[config.mk]
export PLATFORM = sky130hd
export DESIGN_NAME = coin_front_end
export DESIGN_NICKNAME = d
export VERILOG_FILES = /design/src/rtl/coin_pkg.sv /design/src/rtl/coin_debounce.sv /design/src/rtl/coin_front_end.sv
export SDC_FILE = /design/constraint.sdc
export NUM_CORES = 1
export LEC_CHECK = 0
export CAP_MARGIN = 25
export CELL_PAD_IN_SITES_DETAIL_PLACEMENT = 0
export CELL_PAD_IN_SITES_GLOBAL_PLACEMENT = 2
export CORE_UTILIZATION = 44
export CTS_CLUSTER_SIZE = 40
export DETAILED_ROUTE_END_ITERATION = 16
export PLACE_DENSITY = 0.8
export SYNTH_ARGS = -nofsm -noshare
export SYNTH_HDL_FRONTEND = slang
export SYNTH_SLANG_ARGS = --single-unit
[constraint.sdc]
create_clock -name clk -period 8.2 [get_ports clk]
set_input_delay 0.82 -clock clk [delete_from_list [all_inputs] [get_ports clk]]
set_output_delay 0.82 -clock clk [all_outputs]
set_load 0.01 [all_outputs]
[src/rtl/coin_pkg.sv]
// Shared coin-path definitions: coin codes, cent values, front-end widths.
// Coin code values are fixed; the coin queue stores them as raw 2-bit codes.
// Cent constants are shared with the vending FSM and change logic.
package coin_pkg;

  typedef enum logic [1:0] {
    COIN_NONE    = 2'b00,
    COIN_NICKEL  = 2'b01,
    COIN_DIME    = 2'b10,
    COIN_QUARTER = 2'b11
  } coin_e;

  localparam int unsigned NICKEL_CENTS  = 5;
  localparam int unsigned DIME_CENTS    = 10;
  localparam int unsigned QUARTER_CENTS = 25;

  // Debounce counter covers DEBOUNCE_CYCLES up to 255, gap counter up to 15.
  localparam int unsigned DEBOUNCE_W = 8;
  localparam int unsigned GAP_W      = 4;

  typedef enum logic [1:0] {
    EMIT_IDLE  = 2'b00,
    EMIT_PULSE = 2'b01,
    EMIT_GAP   = 2'b10
  } emit_state_e;

endpackage

[src/rtl/coin_debounce.sv]
// Purpose: 2-flop synchronizer + debounce counter + rising-edge detect for one coin chute.
// Latency: rise pulses in the cycle after edge k+1+DEBOUNCE_CYCLES when raw is stable from edge k.
// Ports: clk, rst (async, active-high), raw (asynchronous bouncy switch), rise (one-cycle pulse).
module coin_debounce
  import coin_pkg::*;
#(
  parameter int unsigned DEBOUNCE_CYCLES = 16
) (
  input  logic clk,
  input  logic rst,
  input  logic raw,
  output logic rise
);

  localparam logic [DEBOUNCE_W-1:0] CNT_LAST = DEBOUNCE_W'(DEBOUNCE_CYCLES - 1);

  logic                  sync1;
  logic                  sync2;
  logic                  level;
  logic [DEBOUNCE_W-1:0] cnt;
  logic                  flip;

  // The level flips on the edge where the counter would reach DEBOUNCE_CYCLES.
  assign flip = (sync2 != level) && (cnt == CNT_LAST);

  always_ff @(posedge clk or posedge rst) begin
    if (rst) begin
      sync1 <= 1'b0;
      sync2 <= 1'b0;
      level <= 1'b0;
      cnt   <= '0;
      rise  <= 1'b0;
    end else begin
      sync1 <= raw;
      sync2 <= sync1;
      // Registered edge detect: high for exactly the cycle after level goes 0->1.
      rise  <= flip && sync2;
      if (sync2 == level) begin
        cnt <= '0;
      end else if (flip) begin
        level <= ~level;
        cnt   <= '0;
      end else begin
        cnt <= cnt + 1'b1;
      end
    end
  end

endmodule

[src/rtl/coin_front_end.sv]
// Purpose: debounce three coin chutes, queue accepted coins, emit one one-hot coin pulse at a time.
// Latency: coin pulse in the cycle after edge k+DEBOUNCE_CYCLES+3 (raw stable from edge k, idle path).
// Ports: clk, rst (async, active-high), nickel/dime/quarter_raw in; Nickel/Dime/Quarter,
//        coin_reject, busy out; reject_count out only when COIN_FE_STATS_EN is defined.
module coin_front_end
  import coin_pkg::*;
#(
  parameter int unsigned DEBOUNCE_CYCLES = 16,
  parameter int unsigned GAP_CYCLES      = 1,
  parameter int unsigned QDEPTH          = 4
) (
  input  logic       clk,
  input  logic       rst,
  input  logic       nickel_raw,
  input  logic       dime_raw,
  input  logic       quarter_raw,
  output logic       Nickel,
  output logic       Dime,
  output logic       Quarter,
  output logic       coin_reject,
  output logic       busy
`ifdef COIN_FE_STATS_EN
  ,
  output logic [7:0] reject_count
`endif
);

  localparam int unsigned PW = $clog2(QDEPTH);
  localparam int unsigned CW = PW + 1;
  localparam logic [CW-1:0]    QDEPTH_C = CW'(QDEPTH);
  localparam logic [GAP_W-1:0] GAP_LAST = (GAP_CYCLES > 0) ? GAP_W'(GAP_CYCLES - 1) : '0;

  // ev[0]=nickel, ev[1]=dime, ev[2]=quarter; index i maps to coin code i+1.
  logic [2:0] ev;

  coin_debounce #(.DEBOUNCE_CYCLES(DEBOUNCE_CYCLES)) u_db_nickel (
    .clk(clk), .rst(rst), .raw(nickel_raw), .rise(ev[0])
  );
  coin_debounce #(.DEBOUNCE_CYCLES(DEBOUNCE_CYCLES)) u_db_dime (
    .clk(clk), .rst(rst), .raw(dime_raw), .rise(ev[1])
  );
  coin_debounce #(.DEBOUNCE_CYCLES(DEBOUNCE_CYCLES)) u_db_quarter (
    .clk(clk), .rst(rst), .raw(quarter_raw), .rise(ev[2])
  );

  coin_e          mem [QDEPTH];
  logic [PW-1:0]  wr_ptr;
  logic [PW-1:0]  rd_ptr;
  logic [CW-1:0]  count;
  logic [CW-1:0]  count_nxt;
  logic [CW-1:0]  free_slots;
  logic [2:0]     wr_en;
  logic [PW-1:0]  wr_idx [3];
  logic [1:0]     n_push;
  logic [1:0]     n_drop;
  coin_e          head;

  emit_state_e      state;
  emit_state_e      state_nxt;
  logic [GAP_W-1:0] gap_cnt;
  logic [GAP_W-1:0] gap_nxt;
  logic             pop;

  assign head = mem[rd_ptr];

  // Emitter next-state. A pop launches the pulse on the next edge, so the
  // last GAP cycle (or EMIT when there is no gap) may pop directly to keep
  // pulse starts exactly 1+GAP_CYCLES apart.
  always_comb begin
    state_nxt = state;
    gap_nxt   = gap_cnt;
    pop       = 1'b0;
    case (state)
      EMIT_IDLE: begin
        if (count != '0) begin
          pop       = 1'b1;
          state_nxt = EMIT_PULSE;
        end
      end
      EMIT_PULSE: begin
        if (GAP_CYCLES == 0) begin
          if (count != '0) begin
            pop = 1'b1;
          end else begin
            state_nxt = EMIT_IDLE;
          end
        end else begin
          state_nxt = EMIT_GAP;
          gap_nxt   = '0;
        end
      end
      EMIT_GAP: begin
        if (gap_cnt == GAP_LAST) begin
          if (count != '0) begin
            pop       = 1'b1;
            state_nxt = EMIT_PULSE;
          end else begin
            state_nxt = EMIT_IDLE;
          end
        end else begin
          gap_nxt = gap_cnt + 1'b1;
        end
      end
      default: state_nxt = EMIT_IDLE;
    endcase
  end

  // Push allocation in fixed nickel, dime, quarter order; once free space is
  // used up, every later event in that order is dropped.
  always_comb begin
    free_slots = QDEPTH_C - count + CW'(pop);
    n_push     = '0;
    n_drop     = '0;
    wr_en      = '0;
    for (int i = 0; i < 3; i++) begin
      wr_idx[i] = wr_ptr + PW'(n_push);
      if (ev[i]) begin
        if (CW'(n_push) < free_slots) begin
          wr_en[i] = 1'b1;
          n_push   = n_push + 1'b1;
        end else begin
          n_drop = n_drop + 1'b1;
        end
      end
    end
    count_nxt = count + CW'(n_push) - CW'(pop);
  end

  always_ff @(posedge clk or posedge rst) begin
    if (rst) begin
      state   <= EMIT_IDLE;
      gap_cnt <= '0;
    end else begin
      state   <= state_nxt;
      gap_cnt <= gap_nxt;
    end
  end

  // Queue storage needs no reset: count alone defines which entries are valid.
  always_ff @(posedge clk) begin
    for (int i = 0; i < 3; i++) begin
      if (wr_en[i]) mem[wr_idx[i]] <= coin_e'(2'(i + 1));
    end
  end

  always_ff @(posedge clk or posedge rst) begin
    if (rst) begin
      wr_ptr      <= '0;
      rd_ptr      <= '0;
      count       <= '0;
      Nickel      <= 1'b0;
      Dime        <= 1'b0;
      Quarter     <= 1'b0;
      coin_reject <= 1'b0;
      busy        <= 1'b0;
    end else begin
      wr_ptr      <= wr_ptr + PW'(n_push);
      rd_ptr      <= rd_ptr + PW'(pop);
      count       <= count_nxt;
      Nickel      <= pop && (head == COIN_NICKEL);
      Dime        <= pop && (head == COIN_DIME);
      Quarter     <= pop && (head == COIN_QUARTER);
      coin_reject <= (n_drop != '0);
      busy        <= (count_nxt != '0) || (state_nxt != EMIT_IDLE);
    end
  end

`ifdef COIN_FE_STATS_EN
  logic [8:0] rc_sum;

  assign rc_sum = {1'b0, reject_count} + {7'b0, n_drop};

  always_ff @(posedge clk or posedge rst) begin
    if (rst) begin
      reject_count <= '0;
    end else begin
      reject_count <= rc_sum[8] ? 8'hFF : rc_sum[7:0];
    end
  end
`endif

endmodule
==> results of run 1 <==
worst max-delay path by stage:
| stage | slack, ps | end |
|---|---|---|
| final | 3570 | busy |
| after global routing | 3160 | busy |
| after CTS | 3540 | busy |
| after detailed placement | 3560 | busy |
| after global placement | 3650 | busy |
| after floorplan | 3980 | busy |
flip-flops by register name, indices dropped and copies added, names as in the netlist, 2 cells and up:
name              count
u_db_quarter.cnt      8
u_db_nickel.cnt       8
gap_cnt               4
u_db_dime.cnt         8
state                 2
rd_ptr                2
count                 3
wr_ptr                2
mem                   8
stage by stage:
stage	instance area [um2]	setup WS, ps	std cells	total power [mW]	utilization
floorplan	2970	3980	277	0.540	-
global placement	3160	3650	362	0.587	0.492
detailed placement	3160	3560	362	0.592	0.492
CTS	3380	3540	378	0.892	0.526
global route	3380	3160	378	0.936	0.526
finish	3380	3570	378	0.881	0.526
power breakdown:
group          internal (mW)  switching (mW)  total, mW
clock                  0.179           0.118      0.297
sequential             0.331          0.0304      0.361
combinational         0.0834           0.139      0.223
area by class of cell:
cell class / count / area [um2] / area share
clock buffers: 12 / 145 / 0.0430
well taps: 77 / 96.3 / 0.0285
multi-input cells: 195 / 1390 / 0.411
repair buffers: 10 / 97.6 / 0.0289
flip-flops and latches: 62 / 1510 / 0.447
clock inverters: 4 / 72.6 / 0.0215
inverters: 18 / 67.6 / 0.0200
kinds of logic (layout without fill, tap and decap cells):
| kind of cell | Yosys count | after routing |
|---|---|---|
| and+or+nand+nor | 103 | 103 |
| DFF | 62 | 62 |
| xor gates and xnor gates | 35 | 35 |
| AOI/OAI and AO/OA | 33 | 33 |
| buffers and inverters | 20 | 44 |
| adders and majority gates | 17 | 17 |
| muxes | 7 | 7 |
synth_stat cells:
| cell | n | share of area |
|---|---|---|
| a2111oi_4 | 1 | 0.0093 |
| nor3_1 | 8 | 0.013 |
| dfxtp_1 | 8 | 0.054 |
| a21oi_2 | 1 | 0.0029 |
| a31o_2 | 1 | 0.0029 |
| a31oi_2 | 1 | 0.0042 |
| fa_1 | 1 | 0.0067 |
| a22o_1 | 1 | 0.0029 |
| o311ai_0 | 1 | 0.0029 |
| a41oi_1 | 1 | 0.0029 |
| xnor2_2 | 1 | 0.0055 |
| nor2b_1 | 2 | 0.0042 |
| o211ai_1 | 1 | 0.0025 |
| or3_1 | 1 | 0.0021 |
| or2_2 | 3 | 0.0063 |
| or3b_2 | 1 | 0.0029 |
| clkbuf_1 | 2 | 0.0025 |
| a31oi_1 | 1 | 0.0021 |
| nand2_1 | 19 | 0.024 |
| a211o_1 | 3 | 0.0088 |
| and3_1 | 9 | 0.019 |
| inv_1 | 18 | 0.023 |
| xor2_1 | 17 | 0.050 |
| nand2b_1 | 4 | 0.0084 |
| a21oi_1 | 9 | 0.015 |
| o21bai_1 | 3 | 0.0076 |
| a21o_1 | 1 | 0.0025 |
| o21ai_0 | 4 | 0.0067 |
| nand3b_1 | 2 | 0.0050 |
| dfrtp_1 | 54 | 0.45 |
| mux4_2 | 2 | 0.015 |
| a32o_1 | 1 | 0.0034 |
| o31ai_1 | 2 | 0.0050 |
| nor4_1 | 3 | 0.0063 |
| nor2_1 | 32 | 0.040 |
| mux2_2 | 3 | 0.011 |
| o31a_2 | 1 | 0.0034 |
| nand3_1 | 14 | 0.024 |
| xnor2_1 | 17 | 0.050 |
| mux2i_1 | 2 | 0.0067 |
| ha_1 | 16 | 0.067 |
| nor3b_1 | 5 | 0.013 |
routing by layer:
layer / vias up / part of all wire
met3: 6 / 0.027
li1: 986 / -
met2: 19 / 0.46
met1: 952 / 0.50
met4: 0 / 0.018
met5: - / 0
==> run_results.csv, run 1 <==
group,metric,value,unit
drt,vias,1963,
placement,gp_congestion,0.723,
final_layout,num_antenna_cells,0,
timing,min_period,4630,ps
global_route,grt_overflow,0,
hold_path,min_from,"u_db_quarter.sync1",
pwr,powerDensity,261,mW/mm2
critical_path,worst-path-max-fanout,6,
flow_run,maxCapViolCount,0,
yosys,synthXorXnorAreaFrac,0.106,
global_route,grt_pass1_wl,8.94,mm
timing,holdWs,351,ps
drt,wl_per_cell,13.4,um
critical_path,critPathLaunchType,"flop",
final_layout,fillers,606,
cts,clk_pin_slew,70,ps
global_route,antenna_found_initial,0,
final_layout,layout.nets,318,
timing,fmax,0.216,GHz
critical_path,critical_path_buf_inv_count,4,
pwr,vdd_drop_max,0.000104,V
critical_path,rrSetupSlack,3570,ps
yosys,ys_ff_latch,62,
die,rows,29,
global_route,grt_usage,0.164,
pwr,p_leak,1.58,nW
timing,finalHoldViolCount,0,
die,pin_count,10,
critical_path,rr_startpoint,"gap_cnt[0]",
cts,ctsRootBufferMaster,"clkbuf_8",
yosys,synth_top_family_by_area,"simple AND/OR/NAND/NOR gates",
critical_path,critPathRequiredTime,8390,ps
drt,wirelength,5.07,mm
yosys,synth_mux_area_frac,0.0332,
status,status,"finished, violations left",
global_route,grt_util_met1,0.217,
critical_path,r2r.worst_path.cells,22,
drt,routed_via_density,5.19,
cts,cts_sinks,62,
yosys,synth_simple_gate_area_share,0.168,
critical_path,r2r-end,"busy",
timing,worst_pin_slew,699,ps
hold_path,hold_depth,0,
global_route,use_met3,0.0472,
yosys,yosysWarnings,0,
yosys,syn_area,0.00297,mm2
yosys,synth_area_per_cell,10.7,um2
cts,cts_resized,0,
status,violations,"design-rule violations",
yosys,synth_cells,277,
cts,cts_tree,"yes",
cts,ctsHoldBuffers,0,
die,core_area,0.00642,mm2
final_layout,final_cell_mix,"54 x dfrtp_1, 32 x nor2_1, 19 x nand2_1",
die,dieArea,0.00709,mm2
timing,drv_slew,0,
cts,cts.htree.levels,3,
cts,postCtsSetupRepairBufs,0,
cts,cts.path.max_buffers,2,
drt,drtIter0Drc,98,
critical_path,cp_data_arrival_time,4820,ps
die,die_w,84.2,um
drt,drtAntennaViolNets,0,
hold_path,hold_class,"flop to flop",
final_layout,drive_above_1_share,0.103,
drt,first_pass_iters,10,
critical_path,startpoint,"gap_cnt[0]",
timing,fin_setup_tns,0,ps
timing,rsz0062_at_grt,"no",
critical_path,critPathKind,"flop to flop",
hold_path,min_to,"u_db_quarter.sync2",
global_route,grt_start_max_net_pins,55,
critical_path,critPathCaptureType,"flop",
drt,drc_errors,4,
cts,clk_latency,340,ps
placement,io_buffer_count,9,
cts,cts_buffers,9,
placement,dp_hpwl,3.50,mm
yosys,yosysSeqAreaShare,0.508,
timing,timing.final.crit_share,0.565,
global_route,grt_pass1_vias,1930,
final_layout,layout_commonest_cell,"dfrtp_1",
timing,setup_violations,0,
yosys,synth_compound_area_frac,0.0854,
critical_path,cp.depth,22,
die,die_h,84.2,um
critical_path,cpLargestDelayFamily,"adder cells",
yosys,yosysUniqueCellTypes,42,
global_route,use_met2,0.245,
yosys,synthAdderAreaFrac,0.0740,
final_layout,area_growth,13.6,%
critical_path,path_cells,"inv_1, ha_1, nand2_1, a21oi_1, o31ai_1, ha_1, inv_1, ha_1, inv_1, a21oi_2, ha_1, a2111oi_4, o31ai_1, xnor2_1, ha_1, inv_1, ha_1, fa_1, xnor2_1, xnor2_1, nor3_1, nand3b_1",
timing,clock-skew-final,10.9,ps
critical_path,crit_slowest_cell,"o31ai_1",
critical_path,cp_common_cell,"ha_1",
die,start_util,0.463,
global_route,top_usage_layer,"met2",
yosys,synth_nets,299,
critical_path,slowest_delay,450,ps
timing,timing.slew.headroom,0.530,
Power figures use the tool's default switching activity.
==> run 2, diff against run 1 <==
- CORE_UTILIZATION: 44 -> 37
- PLACE_DENSITY: 0.8 -> 0.71
- clock period: 8.2 -> 4 ns (I/O delays scaled with it)
==> run_results.csv, run 2 (synthesis results as in run 1) <==
group,metric,value,unit
pwr,sw_frac_of_total,0.345,
critical_path,critPathRequiredTime,4220,ps
hold_path,hold_class,"flop to flop",
critical_path,r2r.worst_path.cells,22,
die,rows,32,
hold_path,hold_depth,0,
timing,fmax,0.247,GHz
pwr,report.power.total,2.02,mW
placement,dp_cells,399,
timing,layout_setup_ws,-50.7,ps
final_layout,fillers,738,
final_layout,area_growth,23.0,%
die,die_h,91.7,um
final_layout,layout.nets,337,
timing,rsz0062_at_grt,"yes",
pwr,p_comb_frac,0.349,
hold_path,min_from,"u_db_quarter.sync1",
drt,first_pass_iters,4,
drt,wl_per_cell,12.7,um
critical_path,critPathKind,"flop to flop",
placement,gp_congestion,0.726,
pwr,seqPwrFrac,0.373,
global_route,grt_start_max_net_pins,36,
timing,fin_setup_tns,-50.7,ps
final_layout,final-instance-count-excl-fill,422,
pwr,switchingPower,695,uW
global_route,grt_usage,0.140,
cts,clk_latency,340,ps
drt,drtAntennaViolNets,0,
final_layout,layout_commonest_cell,"dfrtp_1",
die,core_area,0.00777,mm2
placement,io_buffer_count,9,
critical_path,startpoint,"gap_cnt[1]",
drt,routed_via_density,4.79,
drt,drc_errors,0,
timing,worst_pin_slew,592,ps
cts,ctsRootBufferMaster,"clkbuf_8",
critical_path,critPathLaunchType,"flop",
timing,drv_slew,0,
cts,ctsHoldBuffers,0,
critical_path,rrSetupSlack,-50,ps
global_route,grt_pass1_vias,1975,
pwr,p_int,1.32,mW
pwr,powerDensity,552,mW/mm2
status,violations,"negative setup slack",
final_layout,drive_above_1_share,0.213,
placement,dp_hpwl,3.73,mm
critical_path,rr_startpoint,"gap_cnt[1]",
hold_path,min_to,"u_db_quarter.sync2",
drt,drtIter0Drc,109,
final_layout,fin_util,0.471,
critical_path,critPathCaptureType,"flop",
die,pin_count,10,
critical_path,r2r-end,"busy",
cts,cts_sinks,62,
timing,finalHoldViolCount,0,
timing,clock-skew-final,3.50,ps
flow_run,maxCapViolCount,0,
timing,setup_violations,1,
global_route,grt_overflow,0,
drt,vias,2023,
placement,place_area,0.00333,mm2
die,dieArea,0.00840,mm2
cts,cts.path.max_buffers,2,
drt,wirelength,5.34,mm
pwr,p_leak,1.67,nW
critical_path,worst-path-max-fanout,3,
placement,post-place-ws,17.1,ps
die,die_w,91.7,um
cts,clk_pin_slew,70,ps
global_route,grt_pass1_wl,9.09,mm
cts,cts_buffers,9,
timing,min_period,4050,ps
timing,timing.slew.headroom,0.600,
cts,cts_tree,"yes",
cts,cts.htree.levels,3,
final_layout,num_antenna_cells,0,
final_layout,final_area,0.00366,mm2
timing,holdWs,351,ps
global_route,antenna_found_initial,0,
pwr,vdd_drop_max,0.000238,V
pwr,p_clk_frac,0.278,
final_layout,final_cell_mix,"54 x dfrtp_1, 32 x nor2_1, 20 x buf_4",
die,start_util,0.383,
status,status,"finished, violations left",
timing,timing.final.crit_share,1.01,
critical_path,cp_data_arrival_time,4270,ps
run 2: power groups by stage:
stage	clock [mW]	sequential, mW	combinational [mW]
floorplan	0	0.739	0.417
global placement	0	0.765	0.562
detailed placement	0	0.765	0.570
CTS	0.586	0.752	0.573
global route	0.607	0.760	0.772
finish	0.561	0.752	0.704
run 2: worst max path at each step:
stage,cells past startpoint,slack [ps],to
after floorplan,21,1,busy
after global placement,21,100,busy
after detailed placement,21,20,busy
after global routing,22,-230,busy
after CTS,21,20,busy
final,22,-50,busy
run 2: timing repair:
item                                    4_1_cts  5_1_grt
setup buffers                                 0        7
gates resized for setup                       1       12
endpoints found under the setup margin        1        1
pin swaps                                     0       12
run 2: final cells by class:
type,instances,area [um2],area share
flip-flops and latches,62,1510,0.413
multi-input cells,195,1500,0.411
repair buffers,29,240,0.0657
clock buffers,10,138,0.0376
well taps,102,128,0.0349
clock inverters,6,70.1,0.0192
inverters,18,67.6,0.0185
run 2: layer usage:
metal  part of all wire  global-route usage
met1               0.46               0.175
met2               0.49               0.221
met3              0.033              0.0423
met4              0.013              0.0675
met5                  0                   0
run 2: worst max-delay path, stage by stage (launching register included):
cell and delay, ps:
dfrtp_1 390, inv_1 70, ha_2 170, nand2_2 70, a21oi_4 180, o31ai_4 100
ha_2 190, inv_2 60, ha_4 160, xnor2_4 120, a21oi_2 80, ha_2 200
a2111oi_4 380, o31ai_4 140, xnor2_1 160, ha_1 280, inv_1 40, ha_2 170
fa_2 400, xnor2_2 150, xnor2_1 150, nor3_1 180, nand3b_1 90
